<file path="config.mk">
export PLATFORM = sky130hd
export DESIGN_NAME = apb_master
export DESIGN_NICKNAME = d
export VERILOG_FILES = /design/src/rtl/apb_master.sv
export SDC_FILE = /design/constraint.sdc
export NUM_CORES = 1
export LEC_CHECK = 0
export ABC_AREA = 1
export BUFFER_PORTS_ARGS = -buffer_cell sky130_fd_sc_hd__buf_4
export CORE_AREA = 10 10 124 126
export CTS_CLUSTER_DIAMETER = 60
export CTS_CLUSTER_SIZE = 25
export DETAILED_ROUTE_END_ITERATION = 12
export DIE_AREA = 0 0 134 136
export HOLD_SLACK_MARGIN = 0.12
export PLACE_DENSITY = 0.7
export RECOVER_POWER = 100
export SLEW_MARGIN = 20
export SYNTH_ARGS = -nofsm -noshare
export SYNTH_HDL_FRONTEND = slang
export SYNTH_SLANG_ARGS = --single-unit
</file>
<file path="constraint.sdc">
create_clock -name PCLK -period 5.4 [get_ports PCLK]
set_input_delay 0.27 -clock PCLK [delete_from_list [all_inputs] [get_ports PCLK]]
set_output_delay 0.27 -clock PCLK [all_outputs]
set_load 0.005 [all_outputs]
</file>
<file path="src/rtl/apb_master.sv">
// -----------------------------------------------------------------------------
// apb_master
//   Single-outstanding APB master bridging a simple CPU request strobe onto
//   five APB slaves. Slave n occupies the 4 KiB page BASE_ADDR[31:12] + n.
//   Any other address is unmapped. An unmapped access completes with an error
//   and drives no PSELx.
//
// Parameters
//   BASE_ADDR    base of the five-page peripheral window
//   TIMEOUT_CYC  ACCESS stall limit (only used when APB_TIMEOUT_EN is defined)
//
// Build option
//   APB_TIMEOUT_EN  when defined, a stalled ACCESS phase is abandoned with
//                   ready=1/err=1 after TIMEOUT_CYC cycles without PREADY.
//
// Ports
//   PCLK, PRESET          clock (rising edge), async active-high reset
//   transfer/write/addr/wdata   CPU request, sampled only in IDLE
//   rdata/ready/err       CPU completion (ready is a one-cycle pulse)
//   PADDR/PWDATA/PWRITE/PENABLE, PSEL0..4       APB request signals
//   PRDATA0..4, PREADY0..4                      APB slave responses
// -----------------------------------------------------------------------------
module apb_master #(
   parameter logic [31:0] BASE_ADDR   = 32'h1000_0000,
   parameter int unsigned TIMEOUT_CYC = 255
) (
   input  logic        PCLK,
   input  logic        PRESET,
   input  logic        transfer,
   input  logic        write,
   input  logic [31:0] addr,
   input  logic [31:0] wdata,
   output logic [31:0] rdata,
   output logic        ready,
   output logic        err,
   output logic [31:0] PADDR,
   output logic [31:0] PWDATA,
   output logic        PWRITE,
   output logic        PENABLE,
   output logic        PSEL0,
   output logic        PSEL1,
   output logic        PSEL2,
   output logic        PSEL3,
   output logic        PSEL4,
   input  logic [31:0] PRDATA0,
   input  logic [31:0] PRDATA1,
   input  logic [31:0] PRDATA2,
   input  logic [31:0] PRDATA3,
   input  logic [31:0] PRDATA4,
   input  logic        PREADY0,
   input  logic        PREADY1,
   input  logic        PREADY2,
   input  logic        PREADY3,
   input  logic        PREADY4
);

   typedef enum logic [1:0] {IDLE, SETUP, ACCESS} state_t;

   state_t      state;
   logic [4:0]  psel;
   logic [2:0]  sel_idx;
   logic        mapped;

   logic [19:0] page_off;
   logic        hit;
   logic [2:0]  hit_idx;
   logic        pready_sel;
   logic [31:0] prdata_sel;
   logic        done_ok;
   logic        timeout_hit;

   // Page offset from the window base; wraps modulo 2^20 so the window may
   // straddle the top of the address space just like BASE_ADDR[31:12] + n.
   always_comb begin
      page_off = addr[31:12] - BASE_ADDR[31:12];
      hit      = (page_off < 20'd5);
      hit_idx  = page_off[2:0];
   end

   // Only the latched slave's response is ever looked at.
   always_comb begin
      pready_sel = 1'b0;
      prdata_sel = '0;
      case (sel_idx)
         3'd0: begin pready_sel = PREADY0; prdata_sel = PRDATA0; end
         3'd1: begin pready_sel = PREADY1; prdata_sel = PRDATA1; end
         3'd2: begin pready_sel = PREADY2; prdata_sel = PRDATA2; end
         3'd3: begin pready_sel = PREADY3; prdata_sel = PRDATA3; end
         3'd4: begin pready_sel = PREADY4; prdata_sel = PRDATA4; end
         default: begin pready_sel = 1'b0; prdata_sel = '0; end
      endcase
   end

`ifdef APB_TIMEOUT_EN
   // Counts ACCESS cycles that ended without PREADY from the selected slave.
   logic [31:0] to_cnt;

   always_comb begin
      timeout_hit = (state == ACCESS) && mapped && !pready_sel &&
                    (to_cnt == TIMEOUT_CYC);
   end
`else
   always_comb begin
      timeout_hit = 1'b0;
   end
`endif

   // Completion is combinational in the ACCESS cycle; a decode miss needs no
   // slave and finishes in the first ACCESS cycle.
   always_comb begin
      done_ok = (state == ACCESS) && (!mapped || pready_sel);
      ready   = done_ok || timeout_hit;
      err     = ((state == ACCESS) && !mapped) || timeout_hit;
      rdata   = (done_ok && mapped && !PWRITE) ? prdata_sel : '0;
   end

   always_ff @(posedge PCLK or posedge PRESET) begin
      if (PRESET) begin
         state   <= IDLE;
         psel    <= '0;
         PENABLE <= 1'b0;
         PWRITE  <= 1'b0;
         PADDR   <= '0;
         PWDATA  <= '0;
         sel_idx <= '0;
         mapped  <= 1'b0;
`ifdef APB_TIMEOUT_EN
         to_cnt  <= '0;
`endif
      end else begin
         case (state)
            IDLE: begin
               if (transfer) begin
                  PADDR   <= addr;
                  PWDATA  <= wdata;
                  PWRITE  <= write;
                  sel_idx <= hit ? hit_idx : 3'd0;
                  mapped  <= hit;
                  psel    <= hit ? (5'b00001 << hit_idx) : 5'b00000;
                  state   <= SETUP;
               end
            end
            SETUP: begin
               PENABLE <= 1'b1;
               state   <= ACCESS;
`ifdef APB_TIMEOUT_EN
               to_cnt  <= '0;
`endif
            end
            ACCESS: begin
               if (ready) begin
                  psel    <= '0;
                  PENABLE <= 1'b0;
                  state   <= IDLE;
               end
`ifdef APB_TIMEOUT_EN
               else begin
                  to_cnt <= to_cnt + 32'd1;
               end
`endif
            end
            default: begin
               psel    <= '0;
               PENABLE <= 1'b0;
               state   <= IDLE;
            end
         endcase
      end
   end

   assign PSEL0 = psel[0];
   assign PSEL1 = psel[1];
   assign PSEL2 = psel[2];
   assign PSEL3 = psel[3];
   assign PSEL4 = psel[4];

endmodule

</file>
## Yosys cells after proc, flatten, opt, wreduce, memory -nomap -nowiden

Cells that the tools add are included.

- Add/subtract/negate cells: 1
- Equal/unequal tests: 8
- Bitwise gates (word level): 2
- Mux-type cells: 13
- Reduce and logical (&&, ||, !) cells: 13
- Shift-type cells: 1
- Magnitude comparators: 1

Operator list:

| operator | number |
|---|---|
| case mux 32 bit (5 select lines) | 1 |
| two-way mux 32 bit | 1 |
| less-than comparator 20 x 3 -> 1 bit (second input constant) | 1 |
| subtractor 20 x 17 -> 20 bit (second input constant) | 1 |
| two-way mux 5 bit | 3 |
| case mux 5 bit (3 select lines) | 1 |
| == test 3 x 2 -> 1 bit (second input constant) | 2 |
| case mux 2 bit (3 select lines) | 1 |
| AND reduction 2 bit | 3 |
| case mux 1 bit (5 select lines) | 1 |
| left shift 1 x 3 -> 5 bit (first input constant) | 1 |
| logical AND 1 bit | 4 |
| two-way mux 2 bit | 2 |
| inequality test 2 bit (second input constant) | 2 |
| == test 3 x 1 -> 1 bit (second input constant) | 1 |
| == test 3 bit (second input constant) | 1 |
| zero test 3 bit | 1 |
| two-way mux 3 bit | 1 |
| case mux 1 bit (3 select lines) | 1 |
| AND reduction 3 bit | 1 |
| == test 2 x 1 -> 1 bit (second input constant) | 1 |
| == test 2 bit (second input constant) | 1 |
| zero test 1 bit | 2 |
| zero test 2 bit | 1 |
| 3 further kinds | 4 |

- Register bits: 77
- Input bits: 233
- Word-level logic and storage cells: 47
- Output and inout bits: 105

## Logic depth before layout (Yosys ltp)

Gate-level depths: netlist (run 1).

- Word-level depth: 7
- Mapped depth: 8
- Depth with buffers taken out: 8

## Worst setup path before layout (run 1)

Ideal clock, no wire load.

- Path kind: flip-flop to output port
- Start point: register sel_idx[1]
- End point: output port rdata[15]
- Data arrival time: 1325 ps
- Slack: 3805 ps
- Path buffers: 2
- Stages on the path, launching flop included: 8
- Cells stage by stage: dfrtp_1 -> nor2_1 -> buf_2 -> nand2_1 -> buf_2 -> o21ai_0 -> nor2_1 -> nor2_1

- Word-level cells in the longest chain between the ends: 7

Ends and longest elaborated chain:

| what | line | text |
|---|---|---|
| start, declared | 61 | `logic [2:0] sel_idx;` |
| start signal, assigned | 137 | `sel_idx <= hit ? hit_idx : 3'd0;` |
| == test 3 bit (tied with other cells) | 84 | `case (sel_idx)` |
| case mux 1 bit (5 select lines) | 84 |  |
| logical OR 1 bit | 111 | `done_ok = (state == ACCESS) && (!mapped \|\| pready_sel);` |
| logical AND 1 bit | 111 |  |
| logical AND 1 bit (2 in series) | 114 | `rdata = (done_ok && mapped && !PWRITE) ? prdata_sel : '0;` |
| two-way mux 32 bit * | 114 |  |
| end, declared | 33 | `output logic [31:0] rdata,` |

Mark *: on every way between the ends. The rest lies on a longest branch, timed or not.

## Final worst setup path (run 1)

- Start point: register state[0]
- End point: register mapped

- Word-level cells in the longest chain between the ends: 2

Ends and longest elaborated chain:

| what | line | text |
|---|---|---|
| start, declared | 59 | `state_t state;` |
| start signal, assigned | 119 | `state <= IDLE;` |
| start signal, assigned | 140 | `state <= SETUP;` |
| start signal, assigned | 145 | `state <= ACCESS;` |
| zero test 2 bit | 131 | `case (state)` |
| AND reduction 2 bit (no line) | - |  |
| end signal, assigned | 138 | `mapped <= hit;` |
| end, declared | 62 | `logic mapped;` |

No other way between the ends.
A chain may end at the register's enable or synchronous reset.

==> results of run 1 <==
## final cells by class
class	instances	area (um2)	share of cell area, %
Timing Repair Buffer	347	2420	34.1
Sequential cell	77	1930	27.1
Multi-Input combinational cell	493	2080	29.2
Tap cell	176	220	3.10
Inverter	40	151	2.13
Clock buffer	9	225	3.17
Clock inverter	5	77.6	1.09
## cell usage after synthesis
cell | instances | share of area, %
buf_2 | 17 | 2.0
o21ai_0 | 26 | 3.0
o21ai_1 | 3 | 0.35
inv_1 | 38 | 3.3
nor3_1 | 1 | 0.12
o22ai_1 | 1 | 0.15
nor3_2 | 3 | 0.70
o21bai_1 | 1 | 0.18
nor2_1 | 64 | 5.6
nand2_1 | 304 | 27
nand3_1 | 49 | 5.7
nand4_1 | 23 | 3.4
inv_2 | 1 | 0.088
clkinv_1 | 1 | 0.088
a21oi_1 | 18 | 2.1
dfrtp_1 | 77 | 45
clkbuf_1 | 17 | 1.5
## cells by family after synthesis
logic type             share of synthesized area, %
AND/OR/NAND/NOR                                42.2
flip-flops                                     45.0
buffers and inverters                          6.99
AO/OA/AOI/OAI                                  5.82
## power by group through the flow
stage / combinational [mW] / sequential, mW / clock [mW]
floorplan: 0.0152 / 0.588 / 0
global placement: 0.150 / 0.588 / 0
detailed placement: 0.151 / 0.588 / 0
CTS: 0.153 / 0.577 / 0.635
global route: 0.164 / 0.577 / 0.660
finish: 0.152 / 0.577 / 0.621
## worst register-to-register path: stages (launching register included)
cell      delay, ns
dfrtp_1        0.40
nor2_1         0.11
nand2_2        0.07
clkbuf_1       2.29
nor2_1         0.40
o21bai_1       0.33
## worst max path at each step
stage                     from  cells after the start         end  slack (ns)
floorplan               PRESET                      1    PADDR[0]        3.16
CTS                 sel_idx[2]                      8   rdata[17]        2.25
detailed placement  sel_idx[2]                      8   rdata[17]        2.62
global placement    sel_idx[2]                      8   rdata[19]        2.71
finish                state[0]                      5      mapped        1.62
global route          state[0]                      6  sel_idx[2]        1.19
## repair_timing
item	4_1_cts	5_1_grt
resized for setup	0	0
hold endpoints to repair	2	0
endpoints found under the setup margin	0	0
hold buffers	2	0
## registers in the layout, indices dropped and copies added (netlist names)
name	flops
PENABLE	1
PADDR	32
state	2
sel_idx	3
PWDATA	32
mapped	1
psel	5
PWRITE	1
## routing by layer
layer / GRT usage (%) / part of all wire (%) / up-vias
li1: - / - / 2662
met1: 23.8 / 36 / 2467
met2: 38.3 / 50 / 279
met3: 8.27 / 12 / 24
met4: 5.20 / 1.7 / 0
met5: 0 / 0 / -
## layout by cell type, fill, tap and decap left out
cell / n
nand2_1: 303
clkinv_1: 2
clkbuf_4: 56
nand2_2: 1
dfrtp_1: 77
bufinv_16: 2
inv_1: 37
nand4_1: 23
a21oi_1: 18
nor2_1: 64
o22ai_1: 1
o21bai_1: 1
nor3_1: 1
clkbuf_16: 9
buf_4: 239
clkinv_2: 2
o21ai_0: 28
clkbuf_1: 50
clkinvlp_4: 1
nor3_4: 3
nand3_1: 49
dlygate4sd3_1: 2
clkinvlp_2: 1
o21ai_1: 1
==> results.json, run 1 <==
{
  "run_status": "finished, violations left",
  "violations": "max-capacitance violations, max-slew violations",
  "combinationalPowerShare_pct": 11.2,
  "irDropWorstVdd_v": 0.000185,
  "n_fill_cell": 1307,
  "numClockSinks": 77,
  "cp-end-kind": "flip-flop",
  "slew_headroom_pct": -117,
  "ys_ff_latch": 77,
  "slowest_stage": "clkbuf_1",
  "cts_setup_buffers": 0,
  "layout-drive-gt1-share_pct": 32.3,
  "grt_pass1_wl_um": 30800,
  "hold_depth": 3,
  "crit_type": "reg2reg",
  "finClkSkew_ns": 0.00519,
  "grt_pass1_vias": 5374,
  "dieArea_um2": 18200,
  "dpl_cell_area_um2": 6960,
  "finalHoldViolations": 0,
  "cp.required_ns": 5.56,
  "p_sw_share_pct": 19.8,
  "crit_buf_inv": 1,
  "syn_nets": 877,
  "cp_top_family": "buffers and inverters",
  "drtPass1Iterations": 7,
  "grt_start_max_net_pins": 79,
  "final-max-slew-violation-count": 117,
  "area_growth_pct": 65.9,
  "grt_use_total_pct": 21.6,
  "io_buffers": 337,
  "place_inst": 1131,
  "utilization_pct": 54.7,
  "remaining_drc_errors": 0,
  "cap_violations": 2,
  "drt_iter0_drc": 365,
  "crit_path_frequent_cell": "nor2_1",
  "drt-total-wl_um": 20900,
  "cts_tree": "built",
  "hold_path_end": "PWDATA[16]",
  "worst_slack_ns": 1.62,
  "period_needed_ns": 3.78,
  "viasPerCell": 4.74,
  "p_seq_share_pct": 42.8,
  "root_buffer": "clkbuf_16",
  "r2r_cells": 5,
  "die_y_um": 136,
  "vias": 5432,
  "rrSetupSlack_ns": 1.62,
  "gr-total-overflow": 0,
  "finalPower_mw": 1.35,
  "die_w_um": 134,
  "dp_slack_ns": 2.62,
  "r2r_start": "state[0]",
  "dpl.hpwl_um": 16500,
  "cts_max_level": 3,
  "ys_seq_area_share_pct": 45.0,
  "clock_tree.buffer_depth": 2,
  "postLayoutCellArea_um2": 7100,
  "rsz0062_at_grt": "no",
  "clock_latency_ns": 0.33,
  "holdCritStartpoint": "wdata[16]",
  "r2r-end": "mapped",
  "slowest_delay_ns": 2.29,
  "fin_hold_ws_ns": 0.130,
  "gp_congestion": 0.928,
  "crit_path_start_kind": "flip-flop",
  "ys_types": 17,
  "cp.arrival_ns": 3.93,
  "wl_per_cell_um": 18.2,
  "start_util_pct": 33.0,
  "core-area_um2": 13000,
  "fin_tns_setup_ns": 0,
  "cts.clk_slew.worst_paths_ns": 0.06,
  "syn_area_um2": 4280,
  "drtAntennaViolNets": 0,
  "fin_crit_sh_pct": 69.9,
  "synth_cells": 644,
  "antenna_found_initial": 0,
  "p_switching_uw": 267,
  "tightest_slew_ns": 3.26,
  "cts_made_buffers": 9,
  "setup_violations": 0,
  "hold_path_class": "in2reg",
  "power_density_nw_per_um2": 190,
  "cellLeakagePower_nw": 3.82,
  "diodes": 0,
  "cp_max_fo": 78,
  "rows": 42,
  "max_freq_mhz": 265,
  "ioPinCount": 338,
  "syn_area_per_cell_um2": 6.65,
  "p_int_mw": 1.08,
  "cp_cell_sequence": "nor2_1 -> nand2_2 -> clkbuf_1 -> nor2_1 -> o21bai_1",
  "yosys_warnings": 0,
  "nets": 1201,
  "final_cells": 1147,
  "p_clk_share_pct": 46.0
}
Note: power is estimated with default switching activity, not from simulation.
==> inputs of run 2 (changes only) <==
--- a/config.mk
+++ b/config.mk
@@ -13,7 +13,7 @@
 export DETAILED_ROUTE_END_ITERATION = 12
 export DIE_AREA = 0 0 134 136
 export HOLD_SLACK_MARGIN = 0.12
-export PLACE_DENSITY = 0.7
+export PLACE_DENSITY = 0.72
 export RECOVER_POWER = 100
 export SLEW_MARGIN = 20
 export SYNTH_ARGS = -nofsm -noshare
==> constraint.sdc (replaced) <==
create_clock -name PCLK -period 3.3 [get_ports PCLK]
set_input_delay 0.165 -clock PCLK [delete_from_list [all_inputs] [get_ports PCLK]]
set_output_delay 0.165 -clock PCLK [all_outputs]
set_load 0.005 [all_outputs]
==> run 2 against run 1 <==
  * The flow still finishes with violations (max-capacitance violations, max-slew violations)
  * Sequential share of layout area down 2.1 points
  * Utilization rose by 4.6 points
  * Hold slack better by 0.0022 ns
  * Combinational power is 100% higher
==> results.json, run 2 (synthesis results as in run 1) <==
{
  "run_status": "finished, violations left",
  "violations": "max-capacitance violations, max-slew violations",
  "fin_crit_sh_pct": 75.7,
  "remaining_drc_errors": 0,
  "tightest_slew_ns": 1.88,
  "wl_per_cell_um": 18.3,
  "holdCritStartpoint": "addr[24]",
  "cts_made_buffers": 9,
  "drtAntennaViolNets": 0,
  "cellLeakagePower_nw": 4.09,
  "cap_violations": 2,
  "cts_resized": 0,
  "setup_violations": 0,
  "cp_top_family": "buffers and inverters",
  "nets": 1258,
  "cp.required_ns": 3.13,
  "fin_tns_setup_ns": 0,
  "cp-end-kind": "output port",
  "crit_path_start_kind": "flip-flop",
  "layout_commonest_cell": "nand2_1",
  "slew_headroom_pct": -25.2,
  "cp.arrival_ns": 2.33,
  "cp_max_fo": 32,
  "area_growth_pct": 79.8,
  "drt_iter0_drc": 394,
  "clock_tree.buffer_depth": 2,
  "grt_pass1_vias": 5804,
  "ioPinCount": 338,
  "rows": 42,
  "final_cell_mix": "303 x nand2_1, 237 x buf_4, 77 x dfrtp_1",
  "max_freq_mhz": 401,
  "crit_type": "reg2out",
  "power_density_nw_per_um2": 301,
  "viasPerCell": 4.75,
  "grt_use_total_pct": 22.6,
  "fin_hold_ws_ns": 0.132,
  "period_needed_ns": 2.50,
  "start_util_pct": 33.0,
  "layout-drive-gt1-share_pct": 31.4,
  "cts.clk_slew.worst_paths_ns": 0.06,
  "io_buffers": 337,
  "numClockSinks": 77,
  "grt_start_max_net_pins": 79,
  "r2r_start": "state[0]",
  "dpl.hpwl_um": 16500,
  "finalHoldViolations": 0,
  "drtPass1Iterations": 5,
  "rsz0062_at_grt": "no",
  "grt_pass1_wl_um": 32600,
  "n_fill_cell": 1197,
  "cts_max_level": 3,
  "vias": 5733,
  "drt-total-wl_um": 22100,
  "core-area_um2": 13000,
  "die_y_um": 136,
  "die_w_um": 134,
  "dieArea_um2": 18200,
  "cts_tree": "built",
  "critPathLaunch": "sel_idx[1]",
  "hold_path_class": "in2reg",
  "final-max-slew-violation-count": 93,
  "gp_congestion": 0.950,
  "slowest_delay_ns": 0.47,
  "finClkSkew_ns": 0.00997,
  "irDropWorstVdd_v": 0.000376,
  "gr-total-overflow": 0,
  "antenna_found_initial": 2,
  "crit_buf_inv": 4,
  "top_regs": "PADDR: 32 flops, PWDATA: 32 flops, psel: 5 flops",
  "root_buffer": "clkbuf_16",
  "slowest_stage": "dfrtp_1",
  "cp_cell_sequence": "nor2_1 -> buf_4 -> nand3_1 -> nand2_1 -> inv_1 -> nand3_1 -> nand3_1 -> clkbuf_2 -> nor2_1 -> clkbuf_4",
  "crit_path_frequent_cell": "nand3_1",
  "clock_latency_ns": 0.33
}
## run 2: changes by cell type in the layout (fill, tap and decap cells not counted), sizes merged
cell	previous run	this run
buf	239	237
clkbuf	115	119
clkinv	4	2
diode	0	1
dlygate4sd3	2	57
inv	37	41
## run 2: through the flow
stage,util [%],cells,cell area [um2],power (mW),setup WS (ns)
3_5_place_dp,53.8,1133,6980,1.21,1.37
2_1_floorplan,-,644,4280,0.986,1.17
4_1_cts,60.6,1206,7870,2.32,1.00
6_report,59.3,1207,7690,2.31,0.803
5_1_grt,59.3,1207,7690,2.39,0.582
3_3_place_gp,53.8,1133,6980,1.20,1.41
## run 2: worst paths after layout
path	slack (ns)	endpoint	cells past startpoint
hold / removal	0.13	PADDR[24]	3
hold reg to reg	0.47	psel[0]	2
max in group asynchronous	1.66	PADDR[29]	3
setup / recovery	0.80	rdata[12]	10
setup reg to reg	0.93	psel[2]	6
min in group asynchronous	0.53	PWDATA[14]	3
## run 2: worst register-to-register path: stages (launching register included)
cell      delay [ns]
dfrtp_1         0.42
nor2_1          0.23
nand2_2         0.08
clkbuf_2        0.79
nor2_1          0.52
nand4_1         0.17
nand2_1         0.10
## run 2: cell type report
class	instances	area, um2	area share, %
Antenna cell	1	2.50	0.0325
Clock buffer	9	225	2.93
Clock inverter	7	97.6	1.27
Inverter	40	150	1.95
Multi-Input combinational cell	493	2080	27.0
Sequential cell	77	1930	25.0
Tap cell	176	220	2.86
Timing Repair Buffer	404	3000	38.9
## run 2: report_power, final
group          leakage, nW  internal (mW)  switching (mW)
clock network        0.152          0.666           0.400
logic                 2.89          0.219          0.0861
registers             1.04          0.944               0
total                 4.09           1.83           0.486
## run 2: what timing repair did
action,4_1_cts,5_1_grt
hold endpoints to repair,57,0
buffers inserted,0,0
hold buffers,57,0
## run 2: routing by layer
layer  up-vias  share of wire (%)  GRT usage, %
met2       291                 51          40.8
li1       2785                  -             -
met3        30                 12          9.23
met5         -              0.032             0
met1      2625                 35          23.2
met4         2                2.4          7.44
